### src/rtl/uart_pkg.sv
// Shared constants and helpers for the UART receive path.
package uart_pkg;

   localparam int BYTE_W = 8;

   // Occupancy counters need one extra bit so that "full" (== depth) is representable.
   function automatic int occ_width(input int depth);
      return $clog2(depth) + 1;
   endfunction

endpackage

### src/rtl/uart_fifo_ram.sv
// Byte storage for the RX FIFO: one write port, one registered read port.
// The read register is cleared on reset; the array itself is never cleared.
module uart_fifo_ram
   import uart_pkg::*;
#(
   parameter int g_Depth = 16
) (
   input  logic                       i_Clk,
   input  logic                       i_Rst,
   input  logic                       i_Wr_En,
   input  logic [$clog2(g_Depth)-1:0] i_Wr_Addr,
   input  logic [BYTE_W-1:0]          i_Wr_Data,
   input  logic                       i_Rd_En,
   input  logic [$clog2(g_Depth)-1:0] i_Rd_Addr,
   output logic [BYTE_W-1:0]          o_Rd_Data
);

   logic [BYTE_W-1:0] mem_q [g_Depth];
   logic [BYTE_W-1:0] rd_data_q;

   always_ff @(posedge i_Clk) begin
      if (i_Wr_En) mem_q[i_Wr_Addr] <= i_Wr_Data;
   end

   // Read-before-write: a read and a write to the same slot return the old byte.
   always_ff @(posedge i_Clk) begin
      if (i_Rst)        rd_data_q <= '0;
      else if (i_Rd_En) rd_data_q <= mem_q[i_Rd_Addr];
   end

   assign o_Rd_Data = rd_data_q;

endmodule

### src/rtl/uart_rx_fifo.sv
// Byte FIFO between the UART receiver and its consumer, with registered status flags.
// Optional sticky overflow flag: define UART_RX_FIFO_OVF_EN.
module uart_rx_fifo
   import uart_pkg::*;
#(
   parameter int g_Depth       = 16,
   parameter int g_Almost_Full = 12
) (
   input  logic                            i_Clk,
   input  logic                            i_Rst,
   input  logic                            i_RX_DV,
   input  logic [BYTE_W-1:0]               i_RX_Byte,
   input  logic                            i_Rd_En,
   output logic [BYTE_W-1:0]               o_Rd_Byte,
   output logic                            o_Rd_DV,
   output logic                            o_Empty,
   output logic                            o_Full,
   output logic                            o_Almost_Full,
   output logic [occ_width(g_Depth)-1:0]   o_Count
`ifdef UART_RX_FIFO_OVF_EN
   ,
   input  logic                            i_Ovf_Clr,
   output logic                            o_Overflow
`endif
);

   localparam int AW = $clog2(g_Depth);
   localparam int CW = occ_width(g_Depth);

   logic [AW-1:0] wr_ptr_q, wr_ptr_d, rd_ptr_q, rd_ptr_d;
   logic [CW-1:0] count_q, count_d;
   logic          empty_q, full_q, afull_q, rd_dv_q;
   logic          wr_acc, rd_acc;

   // A full FIFO still takes a write when the head leaves in the same cycle.
   always_comb begin
      rd_acc   = i_Rd_En && !empty_q;
      wr_acc   = i_RX_DV && (!full_q || rd_acc);
      wr_ptr_d = wr_ptr_q;
      rd_ptr_d = rd_ptr_q;
      count_d  = count_q;
      if (wr_acc) wr_ptr_d = wr_ptr_q + AW'(1);
      if (rd_acc) rd_ptr_d = rd_ptr_q + AW'(1);
      if (wr_acc && !rd_acc)      count_d = count_q + CW'(1);
      else if (rd_acc && !wr_acc) count_d = count_q - CW'(1);
   end

   always_ff @(posedge i_Clk) begin
      if (i_Rst) begin
         wr_ptr_q <= '0;
         rd_ptr_q <= '0;
         count_q  <= '0;
         empty_q  <= 1'b1;
         full_q   <= 1'b0;
         afull_q  <= 1'b0;
         rd_dv_q  <= 1'b0;
      end else begin
         wr_ptr_q <= wr_ptr_d;
         rd_ptr_q <= rd_ptr_d;
         count_q  <= count_d;
         empty_q  <= (count_d == '0);
         full_q   <= (count_d == CW'(g_Depth));
         afull_q  <= (count_d >= CW'(g_Almost_Full));
         rd_dv_q  <= rd_acc;
      end
   end

   uart_fifo_ram #(
      .g_Depth (g_Depth)
   ) u_ram (
      .i_Clk     (i_Clk),
      .i_Rst     (i_Rst),
      .i_Wr_En   (wr_acc && !i_Rst),
      .i_Wr_Addr (wr_ptr_q),
      .i_Wr_Data (i_RX_Byte),
      .i_Rd_En   (rd_acc),
      .i_Rd_Addr (rd_ptr_q),
      .o_Rd_Data (o_Rd_Byte)
   );

   assign o_Rd_DV       = rd_dv_q;
   assign o_Empty       = empty_q;
   assign o_Full        = full_q;
   assign o_Almost_Full = afull_q;
   assign o_Count       = count_q;

`ifdef UART_RX_FIFO_OVF_EN
   logic ovf_q;

   // A dropped write wins over a same-cycle clear.
   always_ff @(posedge i_Clk) begin
      if (i_Rst)                    ovf_q <= 1'b0;
      else if (i_RX_DV && !wr_acc)  ovf_q <= 1'b1;
      else if (i_Ovf_Clr)           ovf_q <= 1'b0;
   end

   assign o_Overflow = ovf_q;
`endif

endmodule

### config.mk
export PLATFORM = sky130hd
export DESIGN_NAME = uart_rx_fifo
export DESIGN_NICKNAME = d
export VERILOG_FILES = /design/src/rtl/uart_pkg.sv /design/src/rtl/uart_fifo_ram.sv /design/src/rtl/uart_rx_fifo.sv
export SDC_FILE = /design/constraint.sdc
export NUM_CORES = 1
export LEC_CHECK = 0
export CAP_MARGIN = 10
export CORE_MARGIN = 2
export CORE_UTILIZATION = 55
export CTS_CLUSTER_DIAMETER = 150
export CTS_CLUSTER_SIZE = 8
export DETAILED_ROUTE_END_ITERATION = 6
export DONT_BUFFER_PORTS = 1
export PLACE_DENSITY = 0.71
export SETUP_SLACK_MARGIN = 0.5
export SLEW_MARGIN = 20
export SYNTH_ARGS = -nofsm -noshare
export SYNTH_HDL_FRONTEND = slang
export SYNTH_HIERARCHICAL = 1
export SYNTH_SLANG_ARGS = --single-unit
### constraint.sdc
create_clock -name i_Clk -period 4.45 [get_ports i_Clk]
set_input_delay 0.89 -clock i_Clk [delete_from_list [all_inputs] [get_ports i_Clk]]
set_output_delay 0.89 -clock i_Clk [all_outputs]
set_load 0.05 [all_outputs]
==> impl_metrics.ini <==
[clock_tree]
insertion_delay_ns = 0.41
path_clk_slew_ns = 0.06
clock_path_buffers = 2
cts.sinks = 153
hold_buffers = 0
cts_tree = done
cts_resized = 0
cts_max_level = 4
post_cts_buffers = 0
cts-root-buf = clkbuf_16
cts_buffers = 17

[power_and_ir_drop]
switching_power_uw = 708
power_frac_seq = 0.501
power.internal_uw = 2630
p_leak_uw = 0.00218
p_clk_frac = 0.455
ir_worst_vdd_mv = 0.289
switching_share = 0.212
p_comb_frac = 0.044
p_per_area_nw_per_um2 = 483

[floorplanning]
core_area_um2 = 10900
rows = 38
pin_count = 29
fp.dieH_um = 110
die_area_um2 = 12200
dieWidth_um = 110
start_util = 0.570

[setup_path]
cp-end-kind = flip-flop
required_ns = 4.49
critPathLaunchType = flip-flop
crit_arrival_ns = 2.97
r2r_setup_slack_ns = 1.52
worstPathMaxFanout = 12
critPathKind = reg -> reg

[timing]
setup_ws_ns = 1.52
fmax_mhz = 342
rsz0062_at_grt = no
drv_slew = 0
tns_ns = 0
skew_ns = 0.00582
fin_crit_ns = 2.93
worst_slew_pin_slew_ns = 1.12
finalCritPeriodShare = 0.658
hold_viol = 0
setup_viol = 0
slew-limit-headroom = 0.253

[drt]
first_pass_iters = 5
wl_um = 12200
drcViolationCount = 0
ant_nets = 0
wl_per_cell_um = 21.7
via_per_inst = 5.98
vias = 3366
drt_iter0_markers = 373

[grt]
grt_usage = 0.210
grt_pass1_wl_um = 18800
antenna_found_initial = 0
grt_start_max_net_pins = 67
grt_pass1_vias = 3338
overflow = 0

[logic_synthesis]
synth_seq_area_share = 0.697
synth_fp_nets = 422
yosysTopAreaCell = edfxtp_1
synth-seq-cells = 153
syn_avg_cell_area_um2 = 15.3
netlist_area_um2 = 6230
synth_area_leaders = edfxtp_1, mux2i_1, dfxtp_1
ys_warn_count = 6
yosysTopAreaCellShare = 0.617
syn_inst = 406
netlist-cell-type-count = 48

[placement]
finalWeightedCongestion = 0.816
place_ws_ns = 1.35
io_buffers = 0
dp_hpwl_um = 7820
place_area_um2 = 6260

[final_layout]
syn_to_final_growth_pct = 11.0
nFillCells = 797
antenna_cells = 0
final_layout_size_suffix_gt1_frac = 0.125
multiInputGateArea_um2 = 1710
fin_area_um2 = 6910
nets = 426
ff_latch_area_um2 = 4350

[flow_run]
maxCapViolCount = 0

[hold_path]
min_path_type = reg -> reg

[status]
status = finished clean
==> cell usage after synthesis (all sizes together) <==
cell type,count
ha,4
a41o,1
and2,1
o21ai,1
nor2b,3
xor2,6
a21oi,10
and4b,1
a22o,1
nor2,29
nand4,2
o211ai,2
nand2b,4
nor3b,1
nor4b,1
a311oi,1
edfxtp,128
or2,1
mux2i,65
buf,17
a21boi,1
nor3,5
a41oi,2
clkbuf,1
nand3b,3
nand2,23
o22ai,1
a22oi,24
nand3,26
nor4,1
and4bb,1
xnor2,4
or4,1
or3b,1
and3,2
inv,5
dfxtp,25
a211oi,1
==> kinds of logic after synthesis <==
logic type               synth area share
AO/OA/AOI/OAI                      0.0546
XOR/XNOR                           0.0165
adder cells (fa/ha/maj)           0.00804
buffers and inverters              0.0301
flip-flops                          0.697
multiplexers                        0.104
AND/OR/NAND/NOR                    0.0888
==> metrics by stage <==
step / total power, uW / cells / hold slack (ns) / util
after floorplan: 1810 / 406 / 0.489 / -
after global placement: 1840 / 531 / 0.513 / 0.573
after detailed placement: 1850 / 531 / 0.515 / 0.573
after CTS: 3360 / 563 / 0.522 / 0.631
after global routing: 3440 / 563 / 0.513 / 0.632
final: 3340 / 563 / 0.530 / 0.632
==> metal layers <==
layer	track usage	part of all wire	wire length, um
met2	0.313	0.46	5640
met5	0	0	0
met3	0.0719	0.068	837
met1	0.285	0.45	5470
met4	0.0825	0.024	289
==> layout make-up <==
type,count,share of cell area
flip-flops and latches,153,0.629
multi-input cells,230,0.248
clock buffers,20,0.0632
clock inverters,12,0.0284
well taps,140,0.0253
repair buffers,3,0.00326
inverters,5,0.00308
==> critical path, stage by stage, from the launching register on <==
cell      delay (ns)
dfxtp_1         0.48
nand2b_4        0.30
a21boi_2        0.28
nor2b_1         0.38
or3b_2          0.55
nor2_1          0.55
==> cells in the final DEF (no fill, tap or decap), drive strengths merged, types with 2 or more instances in the layout <==
master / instances
inv: 7
nand3: 26
dfxtp: 25
nand2b: 4
clkinvlp: 2
and3: 2
nor2b: 3
a41oi: 2
ha: 4
nand4: 2
o211ai: 2
clkinv: 3
a21oi: 10
nand3b: 3
nor2: 29
nand2: 23
clkbuf: 20
xnor2: 4
edfxtp: 128
buf: 3
a22oi: 24
mux2i: 65
nor3: 5
bufinv: 5
xor2: 6
==> registers in the layout, indices dropped and copies added, names as in the netlist, 4 cells and up <==
signal           flops
u_ram/o_Rd_Data      8
u_ram/mem_q        128
wr_ptr_q             4
o_Count              5
rd_ptr_q             4
==> worst paths after layout <==
check | start | endpoint | depth (start not counted)
worst min-delay path | rd_ptr_q[1] | rd_ptr_q[1] | 2
worst max register to register | o_Empty | u_ram/mem_q[1][2] | 5
worst min register to register | rd_ptr_q[1] | rd_ptr_q[1] | 2
worst max-delay path | o_Empty | u_ram/mem_q[1][2] | 5
==> power by group through the flow <==
stage / Combinational, uW / Clock, uW / Sequential (uW)
global placement: 141 / 0 / 1700
CTS: 146 / 1540 / 1670
floorplan: 120 / 0 / 1690
finish: 148 / 1520 / 1670
detailed placement: 145 / 0 / 1700
global route: 164 / 1600 / 1680
No activity file was read; power rests on OpenSTA's default activity.
